$ cat src/rtl/if_fetch_unit.sv
// if_fetch_unit: instruction fetch sequencer.
// Reads the current PC, issues one instruction-memory read at a time,
// hands each returned word (with its PC) to decode, and drives the PC
// register's load enable / next value (sequential step or redirect).
module if_fetch_unit #(
  parameter logic [31:0] PC_STEP    = 32'd4,
  parameter int          ALIGN_BITS = 2
) (
  input  logic        clk,
  input  logic        rst,
  input  logic [31:0] pc_in,
  output logic        pc_ena,
  output logic [31:0] pc_next,
  input  logic        redirect_valid,
  input  logic [31:0] redirect_pc,
  output logic        imem_req_valid,
  input  logic        imem_req_ready,
  output logic [31:0] imem_req_addr,
  input  logic        imem_resp_valid,
  input  logic [31:0] imem_resp_data,
  output logic        inst_valid,
  input  logic        inst_ready,
  output logic [31:0] inst_data,
  output logic [31:0] inst_pc,
  output logic        fetch_fault
);

  typedef enum logic [2:0] {
    S_IDLE  = 3'd0,
    S_REQ   = 3'd1,
    S_WAIT  = 3'd2,
    S_OUT   = 3'd3,
    S_DRAIN = 3'd4,
    S_FAULT = 3'd5
  } state_t;

  state_t      r_state;
  logic [31:0] r_pend_pc;
  logic [31:0] r_inst_data;
  logic [31:0] r_inst_pc;
  logic        r_inst_valid;
  logic        r_fault;

  logic        w_misaligned;
  logic        w_req_valid;
  logic        w_pc_ena;
  logic [31:0] w_pc_next;

  // Any set bit among the low ALIGN_BITS of the PC makes it unfetchable.
  assign w_misaligned = |pc_in[ALIGN_BITS-1:0];

  // Request and PC-update strobes; redirect wins over the sequential step.
  always_comb begin
    w_req_valid = 1'b0;
    w_pc_ena    = 1'b0;
    w_pc_next   = 32'd0;
    if (rst) begin
      w_req_valid = 1'b0;
      w_pc_ena    = 1'b0;
      w_pc_next   = 32'd0;
    end else begin
      if ((r_state == S_REQ) && !w_misaligned) begin
        w_req_valid = 1'b1;
      end else begin
        w_req_valid = 1'b0;
      end
      if (redirect_valid) begin
        w_pc_ena  = 1'b1;
        w_pc_next = redirect_pc;
      end else if ((r_state == S_WAIT) && imem_resp_valid) begin
        w_pc_ena  = 1'b1;
        w_pc_next = r_pend_pc + PC_STEP;
      end else begin
        w_pc_ena  = 1'b0;
        w_pc_next = 32'd0;
      end
    end
  end

  // Fetch state machine with the registered decode-side outputs and fault flag.
  always_ff @(posedge clk) begin
    if (rst) begin
      r_state      <= S_IDLE;
      r_pend_pc    <= 32'd0;
      r_inst_data  <= 32'd0;
      r_inst_pc    <= 32'd0;
      r_inst_valid <= 1'b0;
      r_fault      <= 1'b0;
    end else if (redirect_valid) begin
      // A redirect drops any presented instruction and clears a fault;
      // only an already-accepted request leaves a response to drain.
      r_inst_valid <= 1'b0;
      r_fault      <= 1'b0;
      case (r_state)
        S_REQ: begin
          if (imem_req_ready && !w_misaligned) begin
            r_state <= S_DRAIN;
          end else begin
            r_state <= S_REQ;
          end
        end
        S_WAIT, S_DRAIN: begin
          if (imem_resp_valid) begin
            r_state <= S_REQ;
          end else begin
            r_state <= S_DRAIN;
          end
        end
        default: r_state <= S_REQ;
      endcase
    end else begin
      case (r_state)
        S_IDLE: begin
          r_state <= S_REQ;
        end
        S_REQ: begin
          if (w_misaligned) begin
            r_fault <= 1'b1;
            r_state <= S_FAULT;
          end else if (imem_req_ready) begin
            r_pend_pc <= pc_in;
            r_state   <= S_WAIT;
          end else begin
            r_state <= S_REQ;
          end
        end
        S_WAIT: begin
          if (imem_resp_valid) begin
            r_inst_data  <= imem_resp_data;
            r_inst_pc    <= r_pend_pc;
            r_inst_valid <= 1'b1;
            r_state      <= S_OUT;
          end else begin
            r_state <= S_WAIT;
          end
        end
        S_OUT: begin
          if (inst_ready) begin
            r_inst_valid <= 1'b0;
            r_state      <= S_REQ;
          end else begin
            r_state <= S_OUT;
          end
        end
        S_DRAIN: begin
          if (imem_resp_valid) begin
            r_state <= S_REQ;
          end else begin
            r_state <= S_DRAIN;
          end
        end
        S_FAULT: begin
          r_state <= S_FAULT;
        end
        default: begin
          r_state <= S_IDLE;
        end
      endcase
    end
  end

  assign imem_req_valid = w_req_valid;
  assign imem_req_addr  = pc_in;
  assign pc_ena         = w_pc_ena;
  assign pc_next        = w_pc_next;
  assign inst_valid     = r_inst_valid;
  assign inst_data      = r_inst_data;
  assign inst_pc        = r_inst_pc;
  assign fetch_fault    = r_fault;

endmodule
$ cat config.mk
export PLATFORM = sky130hd
export DESIGN_NAME = if_fetch_unit
export DESIGN_NICKNAME = d
export VERILOG_FILES = /design/src/rtl/if_fetch_unit.sv
export SDC_FILE = /design/constraint.sdc
export NUM_CORES = 1
export LEC_CHECK = 0
export BUFFER_PORTS_ARGS = -buffer_cell sky130_fd_sc_hd__buf_2
export CAP_MARGIN = 20
export CORE_UTILIZATION = 46
export DETAILED_ROUTE_END_ITERATION = 7
export GPL_ROUTABILITY_DRIVEN = 0
export PLACE_DENSITY_LB_ADDON = 0.08
export SYNTH_ARGS = -nofsm -noshare
export SYNTH_HDL_FRONTEND = slang
export SYNTH_SLANG_ARGS = --single-unit
$ cat constraint.sdc
create_clock -name clk -period 4.1 [get_ports clk]
set_input_delay 0.82 -clock clk [delete_from_list [all_inputs] [get_ports clk]]
set_output_delay 0.82 -clock clk [all_outputs]
set_load 0.03 [all_outputs]
; ---- Yosys cells after proc, flatten, opt, wreduce, memory -nomap -nowiden
; Index checks and enable logic that the tools add are counted.
[word_totals]
reg_bits = 101
latchBits = 0
ramBits = 0
mem_bits_ro = 0
inputBits = 102
wordCells = 49
memories = 0
[op_classes]
add_sub_neg = 1
n_mul = 0
div = 0
magnitude_cmp = 0
n_eq_ne = 7
shifts = 0
muxes = 20
bitwise = 2
n_reduce_logical = 13
[ops]
columns = cell, n
row1 = two-way mux 32 bit, 3
row2 = "adder 32 x 3 -> 32 bit, second input constant", 1
row3 = case mux 3 bit (6 select lines), 1
row4 = two-way mux 3 bit, 4
row5 = two-way mux 1 bit, 8
row6 = "equality test 3 x 2 -> 1 bit, second input constant", 2
row7 = "equality test 3 bit, second input constant", 2
row8 = case mux 3 bit (2 select lines), 1
row9 = AND reduction 3 bit, 2
row10 = OR reduction 2 bit, 3
row11 = two-way mux 2 bit, 2
row12 = "inequality test 2 bit, second input constant", 2
row13 = AND reduction 4 bit, 1
row14 = "equality test 3 x 1 -> 1 bit, second input constant", 1
row15 = logical AND 1 bit, 3
row16 = logical NOT 3 bit, 1
row17 = NOT 1 bit, 2
row18 = case mux 1 bit (2 select lines), 1
row19 = AND reduction 2 bit, 1
row20 = nonzero test 2 bit, 1
row21 = logical NOT 1 bit, 1

; ---- Depth between registers and ports, before layout
[logic_depth]
ltp_word = 6
depth_mapped = 7

; ---- Least setup slack after synthesis
; Ideal clock, no wire load.
[synth_timing]
kind = input port to output port
from = in imem_resp_valid
to = out pc_next[10]
arrival_ns = 2.095
required_time_ns = 3.280
slack_ns = 1.185
path_stages = 6
path_buffers = 1
path_cell_list = inv_1 -> nor3b_2 -> and2b_1 -> nand2b_1 -> buf_2 -> o21ai_0
[synth_via]
elab_chain_len = 4
[synth_lines]
columns = element, line_no
row1 = from (decl), 19  ; input logic imem_resp_valid,
row2 = logical AND 1 bit, 70  ; end else if ((r_state == S_WAIT) && imem_resp_valid) begin
row3 = two-way mux 32 bit, 70
row4 = two-way mux 32 bit, 67  ; if (redirect_valid) begin
row5 = two-way mux 32 bit, 57  ; if (rst) begin
row6 = to (decl), 13  ; output logic [31:0] pc_next,
; Every way passes these cells.

; ---- Worst setup path after layout
[layout_timing]
from = reg r_state[1]
to = out pc_next[6]
[layout_via]
elab_chain_len = 5
[layout_lines]
columns = element, line_no
row1 = from (decl), 37  ; state_t r_state;
row2 = from (signal assigned), 83  ; r_state <= S_IDLE;
row3 = from (signal assigned), 97  ; r_state <= S_DRAIN;
row4 = from (signal assigned), 99  ; r_state <= S_REQ;
row5 = equality test 3 x 2 -> 1 bit, 70
row6 = logical AND 1 bit, 70
row7 = two-way mux 32 bit, 70
row8 = two-way mux 32 bit, 67
row9 = two-way mux 32 bit, 57
; Every way passes these cells.

==> impl_metrics.env <==
export IMPL_cts_setup_buffers=0
export IMPL_slowest_delay_ps=520
export IMPL_setup_tns_ps=0
export IMPL_crit_family="simple AND/OR/NAND/NOR gates"
export IMPL_cp_start_kind="flop"
export IMPL_instances_no_fill=952
export IMPL_hold_viol_final=0
export IMPL_cts_buffer_depth=2
export IMPL_first_iter_violations=149
export IMPL_yosys_top_cells_area="dfxtp_1 (43%), nand2_1 (18%), a21oi_1 (10%)"
export IMPL_critPathMaxFanout=28
export IMPL_dp_cells=936
export IMPL_setup_viol_count_final=0
export IMPL_syn_nets=744
export IMPL_fmax_mhz=288
export IMPL_holdWs_ps=455
export IMPL_dieWidth_um=103
export IMPL_critPathBufInv=1
export IMPL_grt_pass1_vias=4257
export IMPL_cp_end_kind="output port"
export IMPL_slew_viol_final=0
export IMPL_via_count=4760
export IMPL_grt_first_pass_wirelength_mm=20.0
export IMPL_synth_area_um2=4720
export IMPL_grt_max_degree=104
export IMPL_cts_buffers=9
export IMPL_slew_headroom=0.295
export IMPL_firstDrtPassIters=4
export IMPL_dp_hpwl_mm=9.08
export IMPL_synth_warnings=0
export IMPL_rsz0062_at_grt="no"
export IMPL_placed_area_um2=5650
export IMPL_wl_per_cell_um=13.5
export IMPL_seq_area_frac_synth=0.429
export IMPL_layout_commonest_cell="buf_2"
export IMPL_area_delta_synth_final_pct=24.5
export IMPL_drive_gt1_frac=0.319
export IMPL_grt_usage=0.241
export IMPL_reg2reg_depth=6
export IMPL_cp_slowest_cell="nand2b_1"
export IMPL_outcome="finished, final reports clean"
export IMPL_row_count=36
export IMPL_synthCells=641
export IMPL_fin_crit_sh=0.847
export IMPL_postRouteAntennaNets=0
export IMPL_antenna_cells=0
export IMPL_peakVddDrop_mv=0.166
export IMPL_drc_errors=0
export IMPL_clk_pin_slew_ps=90
export IMPL_crit_type="flop to output port"
export IMPL_fin_nets=917
export IMPL_min_period_ps=3470
export IMPL_skew_ps=7.71
export IMPL_start_util=0.478
export IMPL_power_total_mw=1.91
export IMPL_root_buffer="clkbuf_8"
export IMPL_whs_path_depth=2
export IMPL_synth_top_area_cell="dfxtp_1"
export IMPL_yosysTopAreaCellShare=0.429
export IMPL_leakagePower_nw=2.49
export IMPL_layout_common_cells="buf_2 (232), nand2_1 (230), dfxtp_1 (101)"
export IMPL_clock_sinks=101
export IMPL_insertion_delay_ps=370
export IMPL_hold_buffers=0
export IMPL_coreArea_um2=9860
export IMPL_maxCapViolCount=0
export IMPL_ctsHtreeMaxLevel=3
export IMPL_die_area_um2=10700
export IMPL_drt_wl_total_mm=12.9
export IMPL_crit_required_ps=3280
export IMPL_path_depth=6
export IMPL_port_buffers=233
export IMPL_netlist_cell_type_count=34
export IMPL_design_area_um2=5880
export IMPL_ys_ff_latch=101
export IMPL_hold_class="flop to flop"
export IMPL_syn_area_per_cell_um2=7.36
export IMPL_tritoncts="built"
export IMPL_pin_count=234
export IMPL_worst_pin_slew_ps=1060
export IMPL_vias_per_cell=5.00
export IMPL_cts_repair_resized=0
export IMPL_antenna_found_initial=0
export IMPL_p_per_area_nw_per_um2=325
export IMPL_arrival_ps=2650
export IMPL_die_h_um=103
export IMPL_worstPathCellList="and2b_1, nor3b_2, and2b_2, nand2b_1, o21ai_0, buf_2"
export IMPL_gr_total_overflow=0
[worst paths after layout]
kind | slack (ps) | start | endpoint
worst max-delay path | 630 | r_state[1] | pc_next[6]
worst min-delay path | 450 | inst_data[13] | inst_data[13]
worst max register to register | 1920 | r_state[0] | r_pend_pc[29]
worst min register to register | 450 | inst_data[13] | inst_data[13]
[stage by stage]
step | setup slack (ps) | util
CTS | 583 | 0.596
detailed placement | 663 | 0.573
finish | 626 | 0.596
global route | 410 | 0.596
floorplan | 1190 | -
global placement | 818 | 0.573
[power by group]
part	leakage, nW	total (mW)	internal [mW]	switching (mW)
Clock	0.110	0.713	0.378	0.335
Combinational	1.57	0.204	0.0721	0.132
Sequential	0.814	0.995	0.986	0.00849
Total	2.49	1.91	1.44	0.475
[sequential cells by signal, indices dropped and copies added, names as in the netlist]
| signal | flops |
|---|---|
| inst_valid | 1 |
| r_state | 3 |
| r_pend_pc | 32 |
| inst_pc | 32 |
| inst_data | 32 |
| fetch_fault | 1 |
[layer usage]
layer	up-vias	track usage	routed length, um
met5	-	0	0
met4	0	0.107	283
met3	21	0.0444	718
met2	171	0.419	6320
met1	2157	0.291	5580
li1	2411	-	-
[logic make-up after synthesis]
kind of cell             Yosys count  share of synthesized area
AND/OR/NAND/NOR                  296                      0.268
AO/OA/AOI/OAI                    135                      0.149
flip-flops                       101                      0.429
buffers and inverters             79                     0.0979
XOR/XNOR                          29                     0.0538
adder cells (fa/ha/maj)            1                    0.00265
[final cells by class]
class / count / area, um^2
tap: 133 / 166
clock buffer: 13 / 159
timing repair buffer: 238 / 1210
clock inverter: 3 / 67.6
inverter: 3 / 11.3
fill: 959 / 3990
multi-input combinational: 461 / 2240
sequential: 101 / 2020
[worst min-delay path, cell delays in order (launching register included)]
cell and delay [ps]:
dfxtp_1 320, nand2_1 50, a21oi_1 50
[synth_stat cells]
library cell and count:
nand2_1 230, dfxtp_1 101, a21oi_1 98, buf_4 39, clkbuf_1 22, o21ai_1 20, xor2_1 17, nor2_1 14
buf_2 13, nand3_1 12, xnor2_1 12, nand4_1 9, o21ai_0 9, and4_1 5, a22o_1 4, nor3_1 4
and2_1 3, inv_1 3, nand2b_1 3, nor4_1 3, and2b_1 2, and3_1 2, clkbuf_2 2, nor3b_1 2
nor3b_2 2, or2_2 2, a2111oi_0 1, a211oi_1 1, a21boi_0 1, and2_0 1, ha_1 1, nor2b_1 1
nor4_4 1, o31ai_1 1
Note: power is estimated with default switching activity, not from simulation.
